## src/rtl/mult_pkg.sv

```systemverilog
// Shared types for the sequential multiplier: controller states and per-step datapath ops.
package mult_pkg;

  typedef enum logic [1:0] {
    StIdle,
    StCalc,
    StDone
  } state_e;

  typedef enum logic [1:0] {
    OpNop,
    OpAdd,
    OpSub
  } step_op_e;

  // Unsigned mode adds M on Q[0]; Booth mode recodes the {Q[0], q_1} pair.
  function automatic step_op_e step_op(input logic q0, input logic q_1, input logic signed_mode);
    step_op_e op;
    op = OpNop;
    if (!signed_mode) begin
      if (q0) op = OpAdd;
    end else begin
      unique case ({q0, q_1})
        2'b01:   op = OpAdd;
        2'b10:   op = OpSub;
        default: op = OpNop;
      endcase
    end
    return op;
  endfunction

endpackage

```

## src/rtl/mult_step.sv

```systemverilog
// One multiply iteration: optional add/subtract of M into A, then a right shift of {A, Q, q_1}.
module mult_step
  import mult_pkg::*;
#(
  parameter int unsigned WIDTH = 8
) (
  input  logic [WIDTH:0]   a,
  input  logic [WIDTH-1:0] q,
  input  logic             q_1,
  input  logic [WIDTH:0]   m,
  input  step_op_e         op,
  input  logic             signed_mode,
  output logic [WIDTH:0]   a_next,
  output logic [WIDTH-1:0] q_next,
  output logic             q_1_next
);

  logic [WIDTH:0] sum;
  logic           fill;

  always_comb begin
    sum = a;
    unique case (op)
      OpAdd:   sum = a + m;
      OpSub:   sum = a - m;
      default: sum = a;
    endcase
  end

  // Unsigned shifts in zero (carry already sits in sum[WIDTH]); Booth replicates the sign.
  assign fill     = signed_mode ? sum[WIDTH] : 1'b0;
  assign a_next   = {fill, sum[WIDTH:1]};
  assign q_next   = {sum[0], q[WIDTH-1:1]};
  assign q_1_next = q[0];

endmodule

```

## src/rtl/seq_multiplier.sv

```systemverilog
// Multi-cycle WIDTH x WIDTH multiplier, unsigned shift-add or radix-2 Booth, one step per clock.
module seq_multiplier
  import mult_pkg::*;
#(
  parameter int unsigned WIDTH       = 8,
  parameter int unsigned SIGNED_MODE = 0
) (
  input  logic               clk,
  input  logic               areset,
  input  logic               start,
  input  logic [WIDTH-1:0]   multiplicand,
  input  logic [WIDTH-1:0]   multiplier,
  output logic               busy,
  output logic               done,
  output logic [2*WIDTH-1:0] product
);

  localparam int unsigned CntW       = $clog2(WIDTH + 1);
  localparam logic        SignedMode = (SIGNED_MODE != 0);

  state_e             state_q, state_d;
  logic [WIDTH:0]     a_q, a_d;
  logic [WIDTH:0]     m_q, m_d;
  logic [WIDTH-1:0]   q_q, q_d;
  logic               q1_q, q1_d;
  logic [CntW-1:0]    cnt_q, cnt_d;
  logic [2*WIDTH-1:0] product_q, product_d;

  step_op_e         op;
  logic [WIDTH:0]   a_next;
  logic [WIDTH-1:0] q_next;
  logic             q_1_next;
  logic             accept;

  assign op = step_op(q_q[0], q1_q, SignedMode);

  mult_step #(
    .WIDTH(WIDTH)
  ) u_step (
    .a          (a_q),
    .q          (q_q),
    .q_1        (q1_q),
    .m          (m_q),
    .op         (op),
    .signed_mode(SignedMode),
    .a_next     (a_next),
    .q_next     (q_next),
    .q_1_next   (q_1_next)
  );

  assign accept = start && (state_q == StIdle || state_q == StDone);

  always_comb begin
    state_d   = state_q;
    a_d       = a_q;
    m_d       = m_q;
    q_d       = q_q;
    q1_d      = q1_q;
    cnt_d     = cnt_q;
    product_d = product_q;

    unique case (state_q)
      StIdle:  if (start) state_d = StCalc;
      StCalc: begin
        a_d   = a_next;
        q_d   = q_next;
        q1_d  = q_1_next;
        cnt_d = cnt_q - CntW'(1);
        if (cnt_q == CntW'(1)) begin
          state_d   = StDone;
          product_d = {a_next[WIDTH-1:0], q_next};
        end
      end
      StDone:  state_d = start ? StCalc : StIdle;
      default: state_d = StIdle;
    endcase

    // product is deliberately left alone on accept so it holds through the next CALC.
    if (accept) begin
      a_d   = '0;
      q_d   = multiplier;
      q1_d  = 1'b0;
      m_d   = {SignedMode & multiplicand[WIDTH-1], multiplicand};
      cnt_d = CntW'(WIDTH);
    end
  end

  always_ff @(posedge clk) begin
    if (areset) begin
      state_q   <= StIdle;
      a_q       <= '0;
      m_q       <= '0;
      q_q       <= '0;
      q1_q      <= 1'b0;
      cnt_q     <= '0;
      product_q <= '0;
    end else begin
      state_q   <= state_d;
      a_q       <= a_d;
      m_q       <= m_d;
      q_q       <= q_d;
      q1_q      <= q1_d;
      cnt_q     <= cnt_d;
      product_q <= product_d;
    end
  end

  assign busy    = (state_q == StCalc);
  assign done    = (state_q == StDone);
  assign product = product_q;

endmodule

```

## config.mk

```make
export PLATFORM = sky130hd
export DESIGN_NAME = seq_multiplier
export DESIGN_NICKNAME = d
export VERILOG_FILES = /design/src/rtl/mult_pkg.sv /design/src/rtl/mult_step.sv /design/src/rtl/seq_multiplier.sv
export SDC_FILE = /design/constraint.sdc
export NUM_CORES = 1
export LEC_CHECK = 0
export CAP_MARGIN = 30
export CORE_MARGIN = 5
export CORE_UTILIZATION = 35
export CTS_CLUSTER_DIAMETER = 100
export DETAILED_ROUTE_END_ITERATION = 16
export SYNTH_ARGS = -nofsm -noshare
export SYNTH_HDL_FRONTEND = slang
export SYNTH_SLANG_ARGS = --single-unit
```

## constraint.sdc

```tcl
create_clock -name clk -period 4.6 [get_ports clk]
set_clock_uncertainty 0.1 [all_clocks]
set_input_delay 0.92 -clock clk [delete_from_list [all_inputs] [get_ports clk]]
set_output_delay 0.92 -clock clk [all_outputs]
set_load 0.03 [all_outputs]
```

### After elaboration in Yosys (flattened, before gate mapping)

Cells that the tools add are included.

* flip-flop bits (word level): 46
* latch bits: 0
* bits in writable memories: 0
* ROM bits: 0
* output and inout port bits: 18
* word-level logic and storage cells: 34
* memories kept: 0

* $add $sub $neg: 3
* $mul: 0
* divide/modulo/power cells: 0
* $lt $le $gt $ge: 0
* equal/unequal tests: 7
* shift-type cells: 0
* multiplexer cells: 10
* bitwise gates (word level): 0
* reductions and logical operators: 7

Operators by type and width (number)
* $pmux 9 s2: 1
* $mux 8: 2
* $add 8x8->9: 1
* $sub 8x8->9: 1
* $mux 4: 2
* $pmux 2 s3: 1
* $eq 4x1->1 const B: 1
* $mux 2: 2
* $reduce_and 2->1: 2
* $sub 4x1->4 const B: 1
* $eq 1x2->1 const B: 1
* $eq 2x1->1 const B: 1
* $eq 2x2->1 const B: 1
* $logic_not 2->1: 1
* $mux 1: 2
* $ne 2x1->1 const B: 1
* $ne 2x2->1 const B: 1
* $reduce_bool 2->1: 1
* $reduce_or 2->1: 1
* $eq 1x1->1 const B: 1
* $logic_and 1x1->1: 1
* $logic_or 1x1->1: 1

### Depth between registers and ports, before layout

Gate-level depths: netlist (run 1).

* depth in word-level cells: 5
* depth in mapped cells: 8
* mapped depth without buffers: 8

### Cells and area by module

From an unflattened synthesis (run 1), not the netlist that was laid out.

* cells, all modules: 333
* area total of the unflattened synthesis: 2578.7 sq um

Modules (own cells, without submodules)
* seq_multiplier: times used 1, cells each 237, area an instance 1896.8 sq um, sequential area each 960.9 sq um
* mult_step: times used 1, cells each 96, area an instance 681.9 sq um, sequential area each 0.0 sq um

### Worst setup path before layout (run 1)

No wires, ideal clock.

* path kind: register -> output
* from: register state_q[1]
* to: output busy
* data arrival time: 1.029 ns
* data required time: 3.580 ns
* slack: 2.551 ns
* stages on the path, launching flop included: 4
* buffers on the path: 1
* path through: dfxtp_1 -> nand2b_1 -> inv_1 -> clkbuf_1

* cells in the longest elaborated chain, start to end: 1

Ends and longest elaborated chain
* start, declared: RTL line seq_multiplier.sv:21 `state_e state_q, state_d;`
* start signal, assigned: RTL line seq_multiplier.sv:90 `state_q <= StIdle;`
* start signal, assigned: RTL line seq_multiplier.sv:98 `state_q <= state_d;`
* $eq 2x1->1: RTL line seq_multiplier.sv:108 `assign busy = (state_q == StCalc);`
* end, declared: RTL line seq_multiplier.sv:13 `output logic busy,`

Every way passes these cells.

### Worst setup path after layout (run 1)

Ends and elaborated chain as after synthesis.

==> impl_metrics.ini, run 1 <==
[placement]
pre_cts_slack_ns = 1.834
io_buffers = 36
gp_congestion = 0.8022
dp_hpwl_mm = 3.404

[yosys]
synth.top_cells.by_area = dfxtp_1 (44%), nand2_1 (8.1%), a21oi_1 (6.2%)
syn-cell-area_mm2 = 0.002087
ys_types = 41
syn_inst = 251
netlist.area_leader.share = 0.4412
ys_ff_latch = 46
netlist.top_cell.by_area = dfxtp_1
synth.avg_cell_area_um2 = 8.315
yosys_warnings = 0
ys_seq_area_frac = 0.4412
synth.net_count = 281

[clock_network]
cts_tree = done
clock_sinks = 46
cts-root-buf = clkbuf_8
clk_path_buf_depth = 2
post-cts-setup-buffers = 0
cts_buffers = 5
hold_buffers = 0
cts_resized = 0
clk-insertion-delay-late_ns = 0.30
path_clk_slew_ns = 0.09
htreeDepth = 2

[worst_setup_path]
crit_path_start_kind = register
worstPathRequired_ns = 3.58
reg2reg_depth = 8
rr_endpoint = product[11]
regToRegStartpoint = a_q[0]
worstSetupEndpointType = output port
worstPathMaxFanout = 22
path_cells = nand2b_1, inv_1, buf_4, clkdlybuf4s50_1
critPathBufInv = 3
worst_path_largest_cell_delay_ns = 0.72
crit_slowest_cell = clkdlybuf4s50_1
rrSetupSlack_ns = 2.35
cp_top_family = buffers and inverters
path_class = register to output port
critPathArrivalTime_ns = 2.08

[power_and_ir_drop]
switching_share = 0.2656
pwr-share-clk = 0.346
max-vdd-ir-drop_uv = 113.2
seq_power_share = 0.502
cellLeakagePower_nw = 0.9803
power.share.combinational = 0.152
power.net_switching_w = 0.0002319
powerDensity_mw_per_mm2 = 332.6
power.internal_w = 0.0006413

[route]
totalWireLength_mm = 4.700
post_drt_wl_per_cell_um = 13.02
drt_iter0_drc = 78
drt_first_pass_iters = 4
drc = 0
drtAntennaViolNets = 0
viasPerCell = 5.019
num_vias = 1812

[timing]
worst_slack_ns = 1.497
rsz0062_at_grt = false
max_freq_mhz = 322.3
slew_headroom = 0.4610
fin_crit_sh = 0.6745
setup_viol = 0
setup_tns_ns = 0
min_period_ns = 3.103
maxSlewViolCount = 0
worst_pin_slew_ns = 0.8056
final_hold_viol_count = 0

[global_routing]
grt_pass1_vias = 1665
antenna_found_initial = 0
grt_overflow = 0
grt_max_degree = 23
grt_pass1_wl_mm = 7.886
grt_use_total = 0.1296

[hold_path]
min_to = product[15]
hold_path_depth = 2
hold_path_startpoint = product[15]
hp-class = register to register

[flow_run]
drv_cap = 0

[cells_and_area]
antennaDiodeCount = 0
multi_input_area_mm2 = 0.001076
mostFrequentLayoutCells = dfxtp_1 (46), nand2_1 (45), clkdlybuf4s50_1 (36)
drive_above_1_share = 0.05944
layout.core_utilization = 0.4487
nNetsFinal = 315
syn2layout_area_growth_pct = 25.78
final_common_cell = dfxtp_1
layout.area.seq_um2 = 920.9
n_fill_cell = 573

[floorplanning]
die_area_mm2 = 0.007607
core_area_mm2 = 0.005851
fp.dieH_um = 87.22
die_w_um = 87.22
io_pins = 37
fp-row-count = 28
initial_core_util = 0.3567

[outcome]
status = finished, final reports clean
-- routing by layer --
metal,vias to the layer above,global-route usage,share of wire
li1,947,-,-
met1,827,0.1716,0.50
met2,31,0.2077,0.45
met3,7,0.02271,0.036
met4,0,0.05439,0.017
met5,-,0,0
-- Yosys cell counts (all sizes together) --
master,instances
nand2,45
mux2i,1
inv,8
o21a,1
o31a,1
and2b,1
and4,1
clkbuf,7
nand2b,4
a21oi,26
xnor2,3
o211a,1
nand4,2
nor3,9
nor2b,3
a311o,1
and3,2
a311oi,3
nand3,3
a31oi,5
nand3b,1
a21o,3
or4,1
buf,6
xor2,1
fa,1
o21ai,7
nor4,1
dfxtp,46
clkinv,1
a211oi,10
o22ai,7
a211o,2
and2,1
nor2,25
a22oi,1
ha,10
-- power groups by stage --
stage	Combinational [W]	Sequential [W]	Clock (W)
after global placement	0.000132	0.000448	0
after CTS	0.000134	0.000438	0.000307
after global routing	0.000149	0.000442	0.000322
final	0.000133	0.000438	0.000303
after detailed placement	0.000133	0.000448	0
after floorplan	0.0000908	0.000445	0
-- worst max path at each step --
stage / startpoint / end / slack (ns) / depth (start not counted)
3_3_place_gp: state_q[1] / busy / 1.84 / 4
2_1_floorplan: state_q[1] / busy / 2.55 / 3
3_5_place_dp: state_q[1] / busy / 1.83 / 4
4_1_cts: state_q[1] / busy / 1.50 / 4
6_report: state_q[1] / busy / 1.50 / 4
5_1_grt: state_q[0] / busy / 1.34 / 4
-- metrics by stage --
step	power [W]	hold slack, ns	cell area (um^2)	std cells
after global routing	0.0009131	0.3800	2625	361
after detailed placement	0.0005809	0.3473	2515	353
after floorplan	0.0005355	0.3400	2087	251
final	0.0008732	0.3577	2625	361
after CTS	0.0008798	0.3599	2625	361
after global placement	0.0005792	0.3432	2515	353
-- registers in the layout (all words and copies together) (netlist names) --
signal   flops
product     16
a_q          8
m_q          8
q_q          8
cnt_q        4
state_q      2
-- worst reg2reg max path, stage by stage (launching register included) --
cell and delay [ns]:
dfxtp_1 0.36, ha_1 0.21, inv_1 0.06, fa_1 0.42, nor2b_4 0.15, o21ai_0 0.10
and4_1 0.21, a211oi_1 0.36, a211oi_1 0.13
-- cell families (layout without fill, tap and decap cells) --
family | count (synthesis) | in the layout | share of synthesized area
AOI/OAI and AO/OA | 68 | 68 | 0.2074
buffers and inverters | 22 | 57 | 0.04317
adders and majority gates | 11 | 11 | 0.06954
xor gates and xnor gates | 4 | 4 | 0.01679
muxes | 1 | 1 | 0.004796
and+or+nand+nor | 99 | 99 | 0.2170
DFF | 46 | 46 | 0.4412
-- final cells by class --
class | instances | area share
Multi-Input combinational cell | 183 | 0.4099
Sequential cell | 46 | 0.3508
Timing Repair Buffer | 40 | 0.1487
Tap cell | 75 | 0.03575
Clock buffer | 6 | 0.02765
Clock inverter | 2 | 0.01430
Inverter | 9 | 0.01287
(Power assumes the default switching activity.)
==> run 2: changes to the inputs <==
- clock period: 4.6 -> 2.83 ns (I/O delays scaled with it)
==> run 2 against run 1 <==
Against the previous run:
- sequential power up 62%
- utilization is 0.17 points higher
- flip-flop and latch count unchanged
- critical path type unchanged
- critical endpoint unchanged
==> impl_metrics.ini, run 2 (synthesis gave the netlist of run 1 again) <==
[outcome]
status = finished, final reports clean

[worst_setup_path]
critPathArrivalTime_ns = 1.62
rr_endpoint = a_q[3]
path_class = register to output port
crit_path_start_kind = register
reg2reg_depth = 8
worstPathRequired_ns = 2.16
critPathCapture = busy
worstPathMaxFanout = 2
regToRegStartpoint = a_q[0]
path_cells = nand2b_1, inv_1, clkdlybuf4s50_1
worst_path_largest_cell_delay_ns = 0.68
rrSetupSlack_ns = 0.59
worstSetupEndpointType = output port
crit_slowest_cell = clkdlybuf4s50_1
worstSetupStartpoint = state_q[1]

[clock_network]
cts_tree = done
clock_sinks = 46
cts-root-buf = clkbuf_8
hold_buffers = 0
path_clk_slew_ns = 0.09
post-cts-setup-buffers = 0
htreeDepth = 2
cts_resized = 0
clk-insertion-delay-late_ns = 0.30
clk_path_buf_depth = 2
cts_buffers = 5

[cells_and_area]
layout.area.seq_um2 = 920.9
antennaDiodeCount = 0
mostFrequentLayoutCells = dfxtp_1 (46), nand2_1 (45), clkdlybuf4s50_1 (36)
final_common_cell = dfxtp_1
multi_input_area_mm2 = 0.001076
nNetsFinal = 319
drive_above_1_share = 0.07586
finalInstanceArea_mm2 = 0.002635
largest_reg_flops = 16
syn2layout_area_growth_pct = 26.26
layout.core_utilization = 0.4504
n_fill_cell = 593

[power_and_ir_drop]
powerDensity_mw_per_mm2 = 509.8
max-vdd-ir-drop_uv = 187.1
cellLeakagePower_nw = 0.9921

[flow_run]
drv_cap = 0

[placement]
dpl-instance-area_mm2 = 0.002545
gp_congestion = 0.8483
pre_cts_slack_ns = 0.6011
io_buffers = 36
dp_hpwl_mm = 3.700

[timing]
setup_viol = 0
max_freq_mhz = 437.9
min_period_ns = 2.284
slew_headroom = 0.6474
final_hold_viol_count = 0
rsz0062_at_grt = false
worst_hold_slack_ns = 0.3580
setup_tns_ns = 0
fin_crit_sh = 0.8070
maxSlewViolCount = 0
worst_pin_slew_ns = 0.5270
worst_slack_ns = 0.5462

[hold_path]
hp-class = register to register

[floorplanning]
initial_core_util = 0.3567
io_pins = 37
die_w_um = 87.22
die_area_mm2 = 0.007607
fp.dieH_um = 87.22
fp-row-count = 28
core_area_mm2 = 0.005851

[route]
drt_iter0_drc = 88
totalWireLength_mm = 5.013
post_drt_wl_per_cell_um = 13.73
viasPerCell = 5.041
drc = 0
num_vias = 1840
drtAntennaViolNets = 0
drt_first_pass_iters = 4

[global_routing]
grt_pass1_vias = 1757
grt_overflow = 0
grt_use_total = 0.1407
grt_pass1_wl_mm = 8.349
grt_max_degree = 22
antenna_found_initial = 0
==> run 2: cell types whose count changed in the layout (fill, tap and decap cells not counted) <==
cell	previous run	this run
buf_4	4	8
bufinv_16	1	0
clkbuf_1	1	0
clkinv_2	0	1
clkinv_4	0	1
==> run 2: area by class of cell <==
class / count / area share
Clock inverter: 3 / 0.008072
Inverter: 9 / 0.01282
Tap cell: 75 / 0.03561
Timing Repair Buffer: 44 / 0.1595
Sequential cell: 46 / 0.3495
Clock buffer: 5 / 0.02612
Multi-Input combinational cell: 183 / 0.4084
==> run 2: critical path: cells and delay by family, from the launching register on <==
family / cells / cell delay, ns
flip-flops: 1 / 0.31
buffers and inverters: 2 / 0.81
AND/OR/NAND/NOR: 1 / 0.20
==> run 2: power breakdown <==
| part | internal [W] | total (W) | leakage [nW] | switching [W] |
|---|---|---|---|---|
| combinational | 0.000102 | 0.000231 | 0.573 | 0.000129 |
| clock | 0.000174 | 0.000404 | 0.0441 | 0.000230 |
| sequential | 0.000683 | 0.000708 | 0.375 | 0.0000257 |
==> run 2: through the flow <==
| step | power (W) | instances |
|---|---|---|
| 4_1_cts | 0.001365 | 365 |
| 3_5_place_dp | 0.0009545 | 357 |
| 5_1_grt | 0.001421 | 365 |
| 2_1_floorplan | 0.0008704 | 251 |
| 6_report | 0.001343 | 365 |
| 3_3_place_gp | 0.0009518 | 357 |
==> run 2: worst min-delay path by stage <==
stage | slack (ns) | to | cells past startpoint | from
3_5_place_dp | 0.35 | product[2] | 2 | product[2]
3_3_place_gp | 0.35 | product[6] | 2 | product[6]
6_report | 0.36 | product[6] | 2 | product[6]
2_1_floorplan | 0.34 | m_q[0] | 2 | m_q[0]
5_1_grt | 0.38 | product[5] | 2 | product[5]
4_1_cts | 0.36 | product[15] | 2 | product[15]
==> run 2: layer usage <==
metal / up-vias / global-route usage / wire length, um
li1: 959 / - / -
met1: 835 / 0.1867 / 2414
met2: 35 / 0.2264 / 2290
met3: 11 / 0.02744 / 227
met4: 0 / 0.05160 / 80
met5: - / 0 / 0
==> run 3: changes to the inputs <==
- clock period: 2.83 -> 2.2 ns (I/O delays scaled with it)
==> run 3 against run 2 <==
Against the previous run:
- power up 33%
- register-to-register slack worse by 0.43 ns
- critical path depth up 5
- utilization up 0.86 points
- sequential share of layout area down 0.65 points
- hold slack worse by 0.0018 ns
- critical path type is now register to register
- routed wire length down 2.0%
- combinational power up 31%
- die area unchanged
- non-clock buffer count up 3
- global-route usage down 0.15 points
- count of clock-buffer cells in the layout up 2
- critical endpoint is now product[11]
==> impl_metrics.ini, run 3 (synthesis gave the netlist of run 1 again) <==
[outcome]
status = finished, final reports clean

[floorplanning]
fp-row-count = 28
fp.dieH_um = 87.22
die_area_mm2 = 0.007607
initial_core_util = 0.3567
io_pins = 37
die_w_um = 87.22
core_area_mm2 = 0.005851

[timing]
min_period_ns = 2.042
max_freq_mhz = 489.8
slew_headroom = 0.6828
worst_hold_slack_ns = 0.3563
final_hold_viol_count = 0
rsz0062_at_grt = false
fin_crit_sh = 0.9281
worst_pin_slew_ns = 0.4745
setup_viol = 0
maxSlewViolCount = 0
setup_tns_ns = 0

[global_routing]
antenna_found_initial = 0
grt_pass1_vias = 1830
grt_use_total = 0.1392
grt_pass1_wl_mm = 8.424
grt_max_degree = 20
grt_overflow = 0

[route]
drc = 0
drtAntennaViolNets = 0
num_vias = 1821
drt_iter0_drc = 78
post_drt_wl_per_cell_um = 13.35
viasPerCell = 4.948
drt_first_pass_iters = 4
totalWireLength_mm = 4.913

[worst_setup_path]
reg2reg_depth = 8
rr_endpoint = product[11]
critPathArrivalTime_ns = 2.12
rrSetupSlack_ns = 0.16
path_class = register to register
worstPathMaxFanout = 3
worstSetupEndpointType = register
regToRegStartpoint = a_q[0]
crit_path_start_kind = register
worstPathRequired_ns = 2.28

[clock_network]
cts-root-buf = clkbuf_8
clk_path_buf_depth = 2
cts_tree = done
hold_buffers = 0
cts_buffers = 5
htreeDepth = 2
path_clk_slew_ns = 0.09
clock_sinks = 46
clk-insertion-delay-late_ns = 0.29

[cells_and_area]
mostFrequentLayoutCells = dfxtp_1 (46), nand2_1 (45), clkdlybuf4s50_1 (35)
antennaDiodeCount = 0
final_cell_count_no_fill = 368
layout.area.seq_um2 = 920.9
n_fill_cell = 589
nNetsFinal = 322
finalInstanceArea_mm2 = 0.002685
multi_input_area_mm2 = 0.001091
largest_reg_flops = 16
drive_above_1_share = 0.1024
syn2layout_area_growth_pct = 28.66
final_common_cell = dfxtp_1

[power_and_ir_drop]
powerDensity_mw_per_mm2 = 666.0
cellLeakagePower_nw = 1.019
max-vdd-ir-drop_uv = 320.1

[placement]
gp_congestion = 0.8299
io_buffers = 36
dp_hpwl_mm = 3.743
dpl.cell_count = 360
dpl-instance-area_mm2 = 0.002565

[hold_path]
hold_path_startpoint = product[1]
hp-class = register to register
min_to = product[1]
hold_path_depth = 2

[flow_run]
drv_cap = 0
==> run 3: changes by cell type in the layout (fill, tap and decap cells not counted), moves of 2 or more <==
cell,change
a211oi_2,+2
clkbuf_8,+2
a211oi_1,-2
buf_4,+4
==> run 3: where the power goes <==
part / switching, W / internal (W)
registers: 0.0000325 / 0.000878
clock network: 0.000288 / 0.000288
logic: 0.000166 / 0.000136
total: 0.000486 / 0.00130
==> run 3: layout make-up <==
type | count | area share
Timing Repair Buffer | 47 | 0.1640
Clock buffer | 7 | 0.03588
Sequential cell | 46 | 0.3430
Inverter | 9 | 0.01258
Multi-Input combinational cell | 183 | 0.4063
Clock inverter | 1 | 0.003262
Tap cell | 75 | 0.03495
==> run 3: worst max-delay path: stages (launching register included) <==
cell and delay, ns:
dfxtp_1 0.37, ha_2 0.20, inv_1 0.05, fa_2 0.36, nor2b_4 0.14, o21ai_0 0.12, and4_1 0.23, a211oi_2 0.23
a211oi_1 0.11
==> run 3: through the flow <==
stage / power, W / utilization / setup slack [ns]
2_1_floorplan: 0.001120 / - / 0.2490
3_3_place_gp: 0.001227 / 0.4384 / 0.1857
3_5_place_dp: 0.001231 / 0.4384 / 0.09571
4_1_cts: 0.001811 / 0.4564 / 0.07580
5_1_grt: 0.001894 / 0.4589 / 0.01155
6_report: 0.001788 / 0.4589 / 0.1581
==> run 3: how the worst max path moves through the flow <==
stage | depth (start not counted) | to | from | slack, ns
2_1_floorplan | 8 | product[15] | a_q[0] | 0.25
3_5_place_dp | 8 | a_q[3] | a_q[0] | 0.1
6_report | 8 | product[11] | a_q[0] | 0.16
3_3_place_gp | 8 | a_q[7] | a_q[0] | 0.19
5_1_grt | 8 | product[11] | a_q[0] | 0.01
4_1_cts | 8 | product[11] | a_q[0] | 0.08
==> run 3: what timing repair did <==
action | CTS | global route
hold endpoints to repair | 0 | 0
setup endpoints to repair | 0 | 2
setup buffers | 0 | 0
gates resized for setup | 0 | 4
==> run 3: metal layers <==
layer	up-vias	track usage	routed length (um)
met1	831	0.1836	2379
met4	0	0.04463	66
met2	26	0.2277	2247
li1	959	-	-
met3	5	0.02838	220
met5	-	0	0
